$ cat src/rtl/cdc_rr_arbiter.sv
// Collects words from asynchronous level-request sources, synchronises each request,
// round-robin arbitrates pending channels into one registered valid/ready slot and returns a 4-phase ack.
module cdc_rr_arbiter #(
  parameter  int unsigned NCH    = 4,
  parameter  int unsigned DWIDTH = 8,
  parameter  int unsigned STAGES = 2,
  localparam int unsigned CW     = (NCH > 1) ? $clog2(NCH) : 1
) (
  input  logic                    clk,
  input  logic                    rst,
  input  logic [NCH-1:0]          req_i,
  input  logic [NCH*DWIDTH-1:0]   din_i,
  output logic [NCH-1:0]          ack_o,
  output logic [DWIDTH-1:0]       dout,
  output logic [CW-1:0]           dout_ch,
  output logic                    dout_valid,
  input  logic                    dout_ready
);

  typedef enum logic [1:0] {
    IDLE = 2'd0,
    PEND = 2'd1,
    ACK  = 2'd2
  } ch_state_e;

  (* ASYNC_REG = "TRUE" *) logic [STAGES-1:0] sync_q [NCH];

  ch_state_e         state_q [NCH];
  logic [NCH-1:0]    ack_q;
  logic [NCH-1:0]    req_s;
  logic [NCH-1:0]    eligible;
  logic [CW-1:0]     last_grant_q;
  logic [CW-1:0]     winner;
  logic              found;
  logic              load_en;
  logic [DWIDTH-1:0] dout_q;
  logic [CW-1:0]     dout_ch_q;
  logic              dout_valid_q;

  always_ff @(posedge clk) begin
    for (int unsigned c = 0; c < NCH; c++) begin
      if (rst) begin
        sync_q[c] <= '0;
      end else begin
        sync_q[c] <= {sync_q[c][STAGES-2:0], req_i[c]};
      end
    end
  end

  // A channel that is PEND but whose request has already dropped is aborting, not eligible.
  always_comb begin
    for (int unsigned c = 0; c < NCH; c++) begin
      req_s[c]    = sync_q[c][STAGES-1];
      eligible[c] = (state_q[c] == PEND) && req_s[c];
    end
  end

  always_comb begin
    int unsigned idx;
    logic [CW-1:0] idx_w;
    idx    = 0;
    idx_w  = '0;
    winner = '0;
    found  = 1'b0;
    for (int unsigned i = 1; i <= NCH; i++) begin
      idx = 32'(last_grant_q) + i;
      if (idx >= NCH) begin
        idx = idx - NCH;
      end
      idx_w = CW'(idx);
      if (!found && eligible[idx_w]) begin
        found  = 1'b1;
        winner = idx_w;
      end
    end
  end

  assign load_en = (!dout_valid_q || dout_ready) && found;

  // ack has its own flop so the level seen by the async source never glitches on state decode.
  always_ff @(posedge clk) begin
    for (int unsigned c = 0; c < NCH; c++) begin
      if (rst) begin
        state_q[c] <= IDLE;
        ack_q[c]   <= 1'b0;
      end else begin
        unique case (state_q[c])
          IDLE: begin
            if (req_s[c]) begin
              state_q[c] <= PEND;
            end
          end
          PEND: begin
            if (!req_s[c]) begin
              state_q[c] <= IDLE;
            end else if (load_en && (winner == CW'(c))) begin
              state_q[c] <= ACK;
              ack_q[c]   <= 1'b1;
            end
          end
          ACK: begin
            if (!req_s[c]) begin
              state_q[c] <= IDLE;
              ack_q[c]   <= 1'b0;
            end
          end
          default: begin
            state_q[c] <= IDLE;
            ack_q[c]   <= 1'b0;
          end
        endcase
      end
    end
  end

  always_ff @(posedge clk) begin
    if (rst) begin
      dout_q       <= '0;
      dout_ch_q    <= '0;
      dout_valid_q <= 1'b0;
      last_grant_q <= CW'(NCH - 1);
    end else if (load_en) begin
      dout_q       <= din_i[32'(winner)*DWIDTH +: DWIDTH];
      dout_ch_q    <= winner;
      dout_valid_q <= 1'b1;
      last_grant_q <= winner;
    end else if (dout_valid_q && dout_ready) begin
      dout_valid_q <= 1'b0;
    end
  end

  assign ack_o      = ack_q;
  assign dout       = dout_q;
  assign dout_ch    = dout_ch_q;
  assign dout_valid = dout_valid_q;

endmodule
$ cat config.mk
export PLATFORM = sky130hd
export DESIGN_NAME = cdc_rr_arbiter
export DESIGN_NICKNAME = d
export VERILOG_FILES = /design/src/rtl/cdc_rr_arbiter.sv
export SDC_FILE = /design/constraint.sdc
export NUM_CORES = 1
export LEC_CHECK = 0
export BUFFER_PORTS_ARGS = -buffer_cell sky130_fd_sc_hd__buf_2
export CORE_ASPECT_RATIO = 0.6
export CORE_MARGIN = 2
export CORE_UTILIZATION = 50
export DETAILED_ROUTE_END_ITERATION = 6
export PLACE_DENSITY = 0.86
export SETUP_SLACK_MARGIN = 0.02
export SLEW_MARGIN = 20
export SYNTH_ARGS = -nofsm -noshare
export SYNTH_HDL_FRONTEND = slang
export SYNTH_SLANG_ARGS = --single-unit
$ cat constraint.sdc
create_clock -name clk -period 2.8 [get_ports clk]
set_clock_uncertainty 0.05 [all_clocks]
set_input_delay 0.14 -clock clk [delete_from_list [all_inputs] [get_ports clk]]
set_output_delay 0.14 -clock clk [all_outputs]
set_load 0.01 [all_outputs]
==> impl_metrics.yaml, run 1 <==
placement:
  portBuffers: 53
  gp_congestion: 0.840
  post-dp-hpwl_microns: 2880
power_and_ir_drop:
  leakage_nw: 0.903
  p_int_mw: 0.855
  power_frac_comb_pct: 14.2
  power_density_mw_per_mm2: 538
  switching_share_pct: 25.5
  clkPwrFrac_pct: 37.7
  seq_power_share_pct: 48.1
  report.power.total_mw: 1.15
  vdd_drop_max_uv: 387
  netSwitchingPower_mw: 0.293
worst_setup_path:
  cp_slowest_cell: "a211oi_2"
  rr_startpoint: "state_q[2][1]$_SDFFCE_PP0P_"
  crit_chain: "and3b_1 > o22ai_2 > a211oi_2 > a21oi_1 > o21bai_1"
  cp_top_family: "compound AO/OA/AOI/OAI gates"
  rr_worst_depth: 5
  path_max_fanout: 7
  crit_buf_inv: 0
  end_kind: "register"
  startpoint: "state_q[2][1]$_SDFFCE_PP0P_"
  crit_path_start_kind: "register"
  cp.required_ns: 2.73
  crit_type: "reg -> reg"
  r2r_setup_slack_ns: 0.47
  crit_arrival_ns: 2.26
  slowest_delay_ns: 0.50
  worstSetupPathDepth: 5
global_route:
  grt_max_degree: 39
  antenna_found_initial: 0
  overflow: 0
  grt_pass1_vias: 1343
  grt_pass1_wl_microns: 6430
  track_usage_pct: 21.5
yosys:
  syn_nets: 212
  async_flop_share_pct: 0
  synth_cells: 173
  synth-edff-count: 8
  ys_seq_area_share_pct: 43.1
  yosysTopAreaCell: "dfxtp_1"
  synth_area_sq_mm: 0.00172
  netlist.area_leader.share_pct: 29.1
  synth.area.top_cells: "dfxtp_1 29%, edfxtp_1 14%, mux2i_1 7.0%"
  synth.distinct_cells: 45
  synth_seq_cells: 33
  yosysMostFrequentCell: "dfxtp_1"
  syn_area_per_cell_sq_um: 9.93
  ys_warn_count: 0
  synth_commonest_cells: "25 x dfxtp_1, 12 x mux2i_1, 10 x nor2_1"
  ys.flop_type: "dfxtp_1"
floorplan:
  die_h_microns: 49.4
  initial_core_util_pct: 52.6
  fp.dieArea_sq_mm: 0.00394
  io_pins: 54
  row_count: 16
  die_w_microns: 79.7
  coreArea_sq_mm: 0.00326
finish:
  antenna_cells: 0
  nNetsFinal: 267
  drive_gt1_share_pct: 31.4
  syn2layout_area_growth_pct: 24.1
  seq_area_sq_um: 741
  fillers: 267
  multi_input_area_sq_um: 902
cts:
  cts_root_buffer: "clkbuf_8"
  htree_levels: 2
  insertion_delay_ns: 0.29
  cts_hold_buffers: 0
  post_cts_buffers: 0
  cts_max_path_buffers: 2
  cts_tree: "built"
  clock-sinks: 33
  ctsResizeCount: 0
  cts_made_buffers: 5
  path_clk_slew_ns: 0.07
hold_path:
  hold_path_class: "in -> reg"
  hold_path_depth: 2
  hold_start: "req_i[1]"
status:
  status: "completed"
drt:
  firstDrtPassIters: 4
  drcViolationCount: 0
  vias: 1562
  drtAntennaViolNets: 0
  wirelength_microns: 3980
  wl_per_cell_microns: 14.5
  via_per_inst: 5.70
  drt_iter0_drc: 134
timing:
  finalMaxSlewViolations: 0
  tns_ns: 0
  rsz0062_at_grt: "false"
  layout_min_cycle_time_ns: 2.33
  relSlewSlack_pct: 58.4
  fmax_ghz: 0.429
  finalHoldViolCount: 0
  tightest_slew_ns: 0.624
  period_share_pct: 83.2
  setup_viol_count_final: 0
flow_run:
  cap_violations: 0
state kept, by name (all words and copies together) (netlist names):
name	count
state_q	8
last_grant_q	2
dout_ch	2
dout_valid	1
ack_o	4
dout	8
sync_q	8
layout make-up:
cell class / count / share of cell area, %
clock inverter: 1 / 0.352
clock buffer: 7 / 5.05
sequential: 33 / 34.7
multi-input combinational: 124 / 42.3
timing repair buffer: 56 / 13.5
tap: 45 / 2.64
inverter: 8 / 1.41
power groups by stage:
stage | Clock (mW) | Sequential [mW] | Combinational (mW)
floorplan | 0 | 0.561 | 0.0987
global placement | 0 | 0.560 | 0.158
detailed placement | 0 | 0.562 | 0.161
CTS | 0.441 | 0.551 | 0.163
global route | 0.462 | 0.557 | 0.180
finish | 0.433 | 0.552 | 0.163
path summary, 6_finish.rpt:
check | end
worst max-delay path | state_q[0][0]$_SDFFCE_PP0P_
worst min register to register | sync_q[0][1]$_SDFF_PP0_
worst max register to register | state_q[0][0]$_SDFFCE_PP0P_
worst min-delay path | sync_q[1][0]$_SDFF_PP0_
layout by cell type, fill, tap and decap left out, drive strengths merged, types with 2 or more instances in the layout:
cell type,instances
nand3b,6
nand2,9
nand2b,5
mux2i,12
dfxtp,25
clkbuf,7
buf,56
and3b,4
nand3,3
nor3,7
nor2b,8
o221ai,4
a2111oi,4
nor2,10
inv,8
a21oi,9
nor4,2
o21bai,7
edfxtp,8
o21ai,4
a211oi,9
worst register-to-register path, stage by stage, from the launching register on:
cell,delay (ns)
edfxtp_1,0.49
and3b_1,0.45
o22ai_2,0.19
a211oi_2,0.50
a21oi_1,0.12
o21bai_1,0.22
metrics by stage:
| stage | hold WS [ns] | instance area (sq um) | std cells | setup slack (ns) | util [%] |
|---|---|---|---|---|---|
| 3_5_place_dp | 0.305 | 2020 | 266 | 0.505 | 61.8 |
| 3_3_place_gp | 0.300 | 2020 | 266 | 0.558 | 61.8 |
| 4_1_cts | 0.00844 | 2130 | 274 | 0.493 | 65.3 |
| 2_1_floorplan | 0.218 | 1720 | 173 | 0.572 | - |
| 6_report | 0.00830 | 2130 | 274 | 0.470 | 65.3 |
| 5_1_grt | 0.0187 | 2130 | 274 | 0.305 | 65.3 |
kinds of logic (layout without fill, tap and decap cells):
logic type,after synthesis,in the layout,share of synthesized area [%]
AOI/OAI and AO/OA,50,50,24.2
xor gates and xnor gates,1,1,0.510
buffers and inverters,16,72,4.37
muxes,12,12,6.99
and+or+nand+nor,61,61,20.8
DFF,33,33,43.1
metal layers:
layer  vias to the layer above  GRT usage, %  wire [microns]
li1                        769             -               -
met1                       727          33.6            2040
met2                        62          28.2            1620
met3                         4          6.11             301
met4                         0          6.03              21
met5                         -             0               0
Power figures use the tool's default switching activity.
==> run 2: changes to the inputs <==
- clock period: 2.8 -> 2.43 ns (I/O delays scaled with it)
==> impl_metrics.yaml, run 2 (synthesis results as in run 1) <==
timing:
  rsz0062_at_grt: "false"
  fmax_ghz: 0.450
  period_share_pct: 91.4
  tightest_slew_ns: 0.601
  finalHoldViolCount: 0
  tns_ns: 0
  layout_min_cycle_time_ns: 2.22
  relSlewSlack_pct: 59.9
  timing.hold.ws_ns: 0.0819
  finalMaxSlewViolations: 0
  setup_viol_count_final: 0
drt:
  drcViolationCount: 0
  vias: 1533
  drtAntennaViolNets: 0
  wirelength_microns: 4200
  via_per_inst: 5.44
  firstDrtPassIters: 4
  wl_per_cell_microns: 14.9
  drt_iter0_drc: 79
placement:
  placed_cells: 270
  portBuffers: 53
  gp_congestion: 0.894
  dpl_cell_area_sq_mm: 0.00206
  post-dp-hpwl_microns: 3020
global_route:
  antenna_found_initial: 0
  track_usage_pct: 23.6
  overflow: 0
  grt_pass1_vias: 1413
  grt_max_degree: 39
  grt_pass1_wl_microns: 6960
finish:
  final_cell_mix: "53 x buf_2, 25 x dfxtp_1, 12 x mux2i_1"
  drive_gt1_share_pct: 32.5
  finalNonFillerCells: 282
  seq_area_sq_um: 741
  multi_input_area_sq_um: 903
  antenna_cells: 0
  design_area_sq_mm: 0.00222
  final_common_cell: "buf_2"
  fillers: 259
  syn2layout_area_growth_pct: 29.3
  nNetsFinal: 275
floorplan:
  io_pins: 54
  initial_core_util_pct: 52.6
  die_w_microns: 79.7
  coreArea_sq_mm: 0.00326
  die_h_microns: 49.4
  row_count: 16
  fp.dieArea_sq_mm: 0.00394
cts:
  cts_made_buffers: 5
  cts_max_path_buffers: 2
  htree_levels: 2
  path_clk_slew_ns: 0.07
  cts_tree: "built"
  insertion_delay_ns: 0.29
  clock-sinks: 33
  cts_root_buffer: "clkbuf_8"
worst_setup_path:
  cp_slowest_cell: "edfxtp_1"
  crit_chain: "and4b_1 > a22o_1 > a211o_1 > o211a_1 > o31ai_2"
  crit_arrival_ns: 2.14
  cp_top_family: "compound AO/OA/AOI/OAI gates"
  startpoint: "state_q[3][0]$_SDFFCE_PP0P_"
  crit_type: "reg -> reg"
  r2r_setup_slack_ns: 0.21
  cp.required_ns: 2.35
  crit_path_start_kind: "register"
  rr_startpoint: "state_q[3][0]$_SDFFCE_PP0P_"
  end_kind: "register"
  path_max_fanout: 7
  slowest_delay_ns: 0.48
  crit_buf_inv: 0
status:
  status: "completed"
hold_path:
  hold_start: "din_i[19]"
  hold_path_class: "in -> reg"
flow_run:
  cap_violations: 0
power_and_ir_drop:
  leakage_nw: 0.943
  vdd_drop_max_uv: 459
  power_density_mw_per_mm2: 619
-- run 2: cell types whose count changed in the layout (fill, tap and decap cells not counted) --
cell           before  now
dlygate4sd3_1       0    4
clkbuf_16           1    0
and3b_2             0    1
and3b_1             4    3
buf_4               3    6
buf_12              0    1
bufinv_16           0    1
-- run 2: power by group --
group | leakage (nW) | internal [mW] | switching (mW)
Combinational | 0.593 | 0.101 | 0.100
Sequential | 0.292 | 0.602 | 0.0327
Clock | 0.0574 | 0.333 | 0.207
-- run 2: worst paths after layout --
| kind | end | cells after the start |
|---|---|---|
| setup / recovery | state_q[2][0]$_SDFFCE_PP0P_ | 5 |
| hold / removal | dout[3]$_SDFFE_PP0P_ | 3 |
| setup reg to reg | state_q[2][0]$_SDFFCE_PP0P_ | 5 |
| hold reg to reg | sync_q[2][1]$_SDFF_PP0_ | 1 |
-- run 2: layer usage --
metal / vias up / track usage, % / wire length, microns / part of all wire (%)
met3: 5 / 8.15 / 347 / 8.3
met5: - / 0 / 0 / 0
met2: 55 / 33.1 / 1740 / 41
met4: 0 / 6.90 / 40 / 0.95
li1: 783 / - / - / -
met1: 690 / 33.9 / 2070 / 49
-- run 2: metrics by stage --
stage / power, mW / util, % / setup WS, ns
after global routing: 1.44 / 68.1 / 0.0839
final: 1.38 / 68.1 / 0.210
after detailed placement: 0.840 / 63.1 / 0.181
after floorplan: 0.760 / - / 0.202
after CTS: 1.38 / 68.0 / 0.165
after global placement: 0.833 / 63.1 / 0.257
-- run 2: worst register-to-register path, stage by stage, from the launching register on --
cell and delay (ns):
edfxtp_1 0.48, and4b_1 0.25, a22o_1 0.31, a211o_1 0.30, o211a_1 0.23, o31ai_2 0.28
-- run 2: cell type report --
class | instances | share of cell area, %
tap | 45 | 2.54
sequential | 33 | 33.4
clock inverter | 2 | 1.69
clock buffer | 6 | 3.72
multi-input combinational | 124 | 40.7
inverter | 8 | 1.35
timing repair buffer | 64 | 16.7
-- run 2: what timing repair did --
action / CTS / global route
hold buffers: 4 / 0
hold endpoints to repair: 4 / 0
resized for setup: 0 / 1
setup endpoints to repair: 0 / 2
setup buffers: 0 / 0
